[src/rtl/vidc_reg_snoop.sv]
// Shadows VIDC1 register writes for the video output path.
// It synchronises the async write strobe and data, decodes the address, and flags timing changes.
module vidc_reg_snoop #(
  parameter int SYNC_STAGES = 2
) (
  input  logic         clk,
  input  logic         reset,
  input  logic [31:0]  vidc_d,
  input  logic         vidc_nvidw,
  input  logic         vidc_tregs_ack,
  output logic [191:0] vidc_palette,
  output logic [35:0]  vidc_cursor_palette,
  output logic [11:0]  vidc_border,
  output logic [59:0]  vidc_htregs,
  output logic [59:0]  vidc_vtregs,
  output logic [7:0]   vidc_ctrl,
  output logic [10:0]  v_cursor_x,
  output logic [9:0]   v_cursor_y,
  output logic [9:0]   v_cursor_yend,
  output logic [23:0]  vidc_special,
  output logic [23:0]  vidc_special_data,
  output logic         vidc_special_written,
  output logic         vidc_tregs_status
);

  typedef enum logic {CLEAN, CHANGED} tstate_t;

  // The extra strobe flop gives the edge detector its previous value.
  // The data chain is one stage deeper, so it lags the strobe by one sample.
  logic [SYNC_STAGES:0]       nvidw_sync;
  logic [SYNC_STAGES:0][31:0] d_sync;
  logic                       armed;
  logic                       ack_prev;
  tstate_t                    state, state_nxt;

  logic        strobe_rise, strobe_fall, commit, ack_rise, tregs_chg;
  logic [5:0]  a;
  logic [31:0] wd;
  logic        unused_bits;

  assign strobe_rise = nvidw_sync[SYNC_STAGES-1] & ~nvidw_sync[SYNC_STAGES];
  assign strobe_fall = ~nvidw_sync[SYNC_STAGES-1] & nvidw_sync[SYNC_STAGES];
  // A commit needs a falling edge seen since reset. This drops a write that reset
  // interrupted, and it also drops the 0->1 edge the chain shows as it leaves reset.
  assign commit      = strobe_rise & armed;
  assign wd          = d_sync[SYNC_STAGES];
  assign a           = wd[31:26];
  assign unused_bits = ^wd[25:24];
  assign ack_rise    = vidc_tregs_ack & ~ack_prev;
  assign vidc_tregs_status = (state == CHANGED);

  always_ff @(posedge clk or negedge reset) begin
    if (!reset) begin
      nvidw_sync <= '0;
      d_sync     <= '0;
      armed      <= 1'b0;
      ack_prev   <= 1'b0;
    end else begin
      nvidw_sync <= {nvidw_sync[SYNC_STAGES-1:0], vidc_nvidw};
      d_sync     <= {d_sync[SYNC_STAGES-1:0], vidc_d};
      ack_prev   <= vidc_tregs_ack;
      if (strobe_fall)      armed <= 1'b1;
      else if (strobe_rise) armed <= 1'b0;
    end
  end

  always_comb begin
    tregs_chg = 1'b0;
    if (commit) begin
      case (a) inside
        [6'h20:6'h25]: tregs_chg = (vidc_htregs[10*a[2:0] +: 10] != wd[23:14]);
        [6'h28:6'h2D]: tregs_chg = (vidc_vtregs[10*a[2:0] +: 10] != wd[23:14]);
        6'h38:         tregs_chg = (vidc_ctrl != wd[7:0]);
        default:       tregs_chg = 1'b0;
      endcase
    end
  end

  always_ff @(posedge clk or negedge reset) begin
    if (!reset) begin
      vidc_palette         <= '0;
      vidc_cursor_palette  <= '0;
      vidc_border          <= '0;
      vidc_htregs          <= '0;
      vidc_vtregs          <= '0;
      vidc_ctrl            <= '0;
      v_cursor_x           <= '0;
      v_cursor_y           <= '0;
      v_cursor_yend        <= '0;
      vidc_special         <= '0;
      vidc_special_data    <= '0;
      vidc_special_written <= 1'b0;
    end else begin
      vidc_special_written <= 1'b0;
      if (commit) begin
        case (a) inside
          [6'h00:6'h0F]: vidc_palette[12*a[3:0] +: 12] <= wd[11:0];
          6'h10:         vidc_border <= wd[11:0];
          [6'h11:6'h13]: vidc_cursor_palette[12*(a[1:0]-2'd1) +: 12] <= wd[11:0];
          [6'h20:6'h25]: vidc_htregs[10*a[2:0] +: 10] <= wd[23:14];
          6'h26:         v_cursor_x <= wd[23:13];
          [6'h28:6'h2D]: vidc_vtregs[10*a[2:0] +: 10] <= wd[23:14];
          6'h2E:         v_cursor_y <= wd[23:14];
          6'h2F:         v_cursor_yend <= wd[23:14];
          6'h38:         vidc_ctrl <= wd[7:0];
          6'h3E:         vidc_special <= wd[23:0];
          6'h3F: begin
            vidc_special_data    <= wd[23:0];
            vidc_special_written <= 1'b1;
          end
          default: ;
        endcase
      end
    end
  end

  always_ff @(posedge clk or negedge reset) begin
    if (!reset) state <= CLEAN;
    else        state <= state_nxt;
  end

  // If a set and a clear land in the same cycle, the set takes priority.
  always_comb begin
    state_nxt = state;
    if (tregs_chg)     state_nxt = CHANGED;
    else if (ack_rise) state_nxt = CLEAN;
  end

endmodule
[config.mk]
export PLATFORM = sky130hd
export DESIGN_NAME = vidc_reg_snoop
export DESIGN_NICKNAME = d
export VERILOG_FILES = /design/src/rtl/vidc_reg_snoop.sv
export SDC_FILE = /design/constraint.sdc
export NUM_CORES = 1
export LEC_CHECK = 0
export CAP_MARGIN = 20
export CORE_MARGIN = 1.5
export CORE_UTILIZATION = 45
export CTS_CLUSTER_DIAMETER = 40
export DETAILED_ROUTE_END_ITERATION = 8
export PLACE_DENSITY = 0.71
export SLEW_MARGIN = 20
export SYNTH_ARGS = -nofsm -noshare
export SYNTH_HDL_FRONTEND = slang
export SYNTH_SLANG_ARGS = --single-unit
[constraint.sdc]
create_clock -name clk -period 7.5 [get_ports clk]
set_clock_uncertainty 0.1 [all_clocks]
set_input_delay 1.5 -clock clk [delete_from_list [all_inputs] [get_ports clk]]
set_output_delay 1.5 -clock clk [all_outputs]
set_load 0.005 [all_outputs]
==> results.md <==
- Status: finished clean
- Fin crit share: 73.3%
- Top-count cell post-synth: dfrtp_1
- Die X: 239 µm
- Synthesized area: ~0.025 mm²
- HP Class: reg2reg
- Synthesized area per cell: approximately 12 µm²
- Core area: 0.0550 mm²
- Layout area overhead: 33.3%
- DRC: 0
- Tot GR Track Use: 30.0%
- Drt via density: 5.82
- Post-DP HPWL: roughly 63 mm
- Syn Nets: 2131
- Worst path max stage delay: around 1 ns
- Part of the power in registers: between 30% and 40%
- Synth Warn #: 0
- Post-CTS Setup Bufs: 0
- Top Ports: ~490
- Final Max Tran Viols: 0
- Clock-pin slew on the worst setup and hold paths: about 0.060 ns
- Final WL: 86.0 mm
- Routed Antenna Nets: 0
- Largest net degree at the start of global routing: 167
- DR iter-0 viols: between 1.5k and 2k
- Final WS setup: 2.00 ns
- Hold Buf Count CTS: 0
- Initial Util: 45.5%
- Detailed Routing Iterations Pass 1: 6
- Synth top cells by count: dfrtp_1, mux2_2, nand2_1
- Static leakage: roughly 15 nW
- Actual slew at the worst max-slew pin: 1.17 ns
- H-tree Lvls: 3
- Vias in the first global route: roughly 20k
- Hold Fails Final Rpt: 0
- Worst path cell trace: inv_1, ha_1, inv_1, ha_1, inv_1, nor2_1, nand3_1, mux2_2
- Storage cell area: between 0.01 and 0.015 mm²
- CP startpoint kind: flop
- I/O Buffers: 482
- Critical-path maximum fanout: 30
- Switching power total: 2.10 mW
- Clk pwr share: 48.7%
- Cell taking the most area after synthesis: dfrtp_1
- Max VDD drop: 0.233 mV
- Max Cap Violations: 0
- Initial antenna violation count: 6
- Seq cells post-synth: 544
- Row Count: 86
- CP Capture Type: flop
- Most used cell, CP: inv_1
- Synth area leaders: dfrtp_1, mux2_2, nand2_1
- Syn Inst Count: 2069
- Asr flop ratio synth: 100%
- CP max stage cell: ha_1
- Share of layout cells above drive strength 1: 24.2%
- Comb power frac: approximately 11%
- Synth top area share: 54.4%
- Worst R2R Path Depth: 8
- RSZ-0062 raised after global routing: no
- CP arrival: 5.87 ns
- CTS Root Cell: clkbuf_16
- Die Footprint: around 0.057 mm²
- Fmax: about 180 MHz
- Longest Clk Path Bufs: 3
- Num Clock Sinks: ~540
- Worst hold stages: 0
- Filler cells: 4426
- Post-synth EDFFs: 0
- Pwr/cell area: between 200 and 250 mW/mm²
- Grt total ovfl: 0
- Slew HR: ~22%
- Setup_tns: 0 ns
- CP Class: reg2reg
- CTS tree: done
- CP required: 7.87 ns
- Routability congestion estimate: 0.914
- Via count: a little under 20k
- Post-synthesis sequential area ratio: 54.4%
- Worst slack, placed: approximately 2.1 ns
- Ys flop type: dfrtp_1
- Global-route wire length before repair: 128 mm
- Die Y: 239 µm
- Min Tclk post-route: 5.50 ns
- Sw Ratio: a little over a quarter
- Post-CTS resize count: 0
- Finish-stage setup viols: 0
- Cell Int Power: 5.59 mW
- DR WL/cell: 25.6 µm
- Multi-input logic area: 0.0109 mm²
- Clock latency on the worst-skew pair: 0.61 ns
- TritonCTS buffer count: 78
- NumNets Final: 2612
- Synth cell types: 86
layout by cell type (no fill, tap or decap), types with 17 or more instances in the layout:
master,instances
nand2_1,163
o22ai_1,29
inv_1,30
nand3_1,63
dfrtp_1,543
a21oi_1,49
mux2_1,18
nor2b_1,17
mux2_2,384
clkbuf_16,78
nor3_1,30
ha_1,24
mux2i_1,23
and2_1,26
o31ai_1,30
mux4_2,18
nand4_1,17
xnor2_1,21
clkdlybuf4s50_1,481
a22oi_1,23
buf_4,32
nor2_1,156
o21ai_0,50
through the flow:
| step | hold slack [ns] | cell area [µm²] | total power [mW] | utilization, % | std cells |
|---|---|---|---|---|---|
| after floorplan | 0.231 | 25000 | 3.56 | - | 2069 |
| after global placement | 0.232 | 30700 | 3.96 | 55.7 | 3218 |
| after detailed placement | 0.235 | 30700 | 3.97 | 55.8 | 3218 |
| after CTS | 0.246 | 33300 | 7.73 | 60.6 | 3359 |
| after global routing | 0.247 | 33300 | 7.95 | 60.7 | 3359 |
| final | 0.241 | 33400 | 7.69 | 60.7 | 3360 |
metal layers:
layer	global-route usage [%]	wire length, µm	vias up
met5	0	53	-
met4	10.1	2670	8
met3	8.12	7870	183
met2	45.2	38700	916
met1	42.0	36800	10000
li1	-	-	8433
logic make-up (layout without fill, tap and decap cells):
group,Yosys count,after routing,share of synthesized area (%)
buffers and inverters,145,687,2.33
and+or+nand+nor,565,565,10.8
other,0,1,0
AOI/OAI and AO/OA,303,303,8.68
xor gates and xnor gates,35,35,1.37
muxes,451,451,21.1
DFF,544,544,54.4
adders and majority gates,26,26,1.33
final timing paths:
check                                      from                                end  slack (ns)
setup / recovery               wd[27]$_DFF_PN0_      vidc_palette[129]$_DFFE_PN0P_        2.00
hold / removal             d_sync[60]$_DFF_PN0_                   wd[28]$_DFF_PN0_        0.24
setup reg to reg               wd[27]$_DFF_PN0_      vidc_palette[129]$_DFFE_PN0P_        2.00
hold reg to reg            d_sync[60]$_DFF_PN0_                   wd[28]$_DFF_PN0_        0.24
max in group asynchronous                 reset                   wd[26]$_DFF_PN0_        4.86
min in group asynchronous                 reset  vidc_special_data[19]$_DFFE_PN0P_        0.83
state kept, by name, indices dropped and copies added (netlist names):
register	count
wd	30
v_cursor_y	10
vidc_border	12
vidc_tregs_status	1
vidc_cursor_palette	36
vidc_special_written	1
vidc_special	24
vidc_special_data	24
vidc_htregs	60
nvidw_sync	3
vidc_ctrl	8
v_cursor_x	11
v_cursor_yend	10
vidc_palette	192
armed	1
ack_prev	1
vidc_vtregs	60
d_sync	60
worst max-delay path, delay by kind of cell (launching register included):
family,cells,cell delay (ns)
adder cells (fa/ha/maj),2,1.60
buffers and inverters,3,1.37
AND/OR/NAND/NOR,2,1.28
flip-flops,1,0.63
multiplexers,1,0.37
power by group through the flow:
| stage | registers [mW] | clock network [mW] | logic (mW) |
|---|---|---|---|
| 4_1_cts | 3.07 | 3.80 | 0.860 |
| 5_1_grt | 3.07 | 3.94 | 0.937 |
| 2_1_floorplan | 3.09 | 0 | 0.467 |
| 3_3_place_gp | 3.11 | 0 | 0.843 |
| 6_report | 3.07 | 3.75 | 0.875 |
| 3_5_place_dp | 3.12 | 0 | 0.855 |
area by class of cell:
type | instances | share of cell area, %
Multi-Input combinational cell | 1380 | 32.6
Clock inverter | 52 | 1.87
Clock buffer | 89 | 6.19
Timing Repair Buffer | 516 | 15.3
Sequential cell | 544 | 40.8
Tap cell | 748 | 2.81
Inverter | 30 | 0.338
Antenna cell | 1 | 0.00750
No activity file was read; power rests on OpenSTA's default activity.
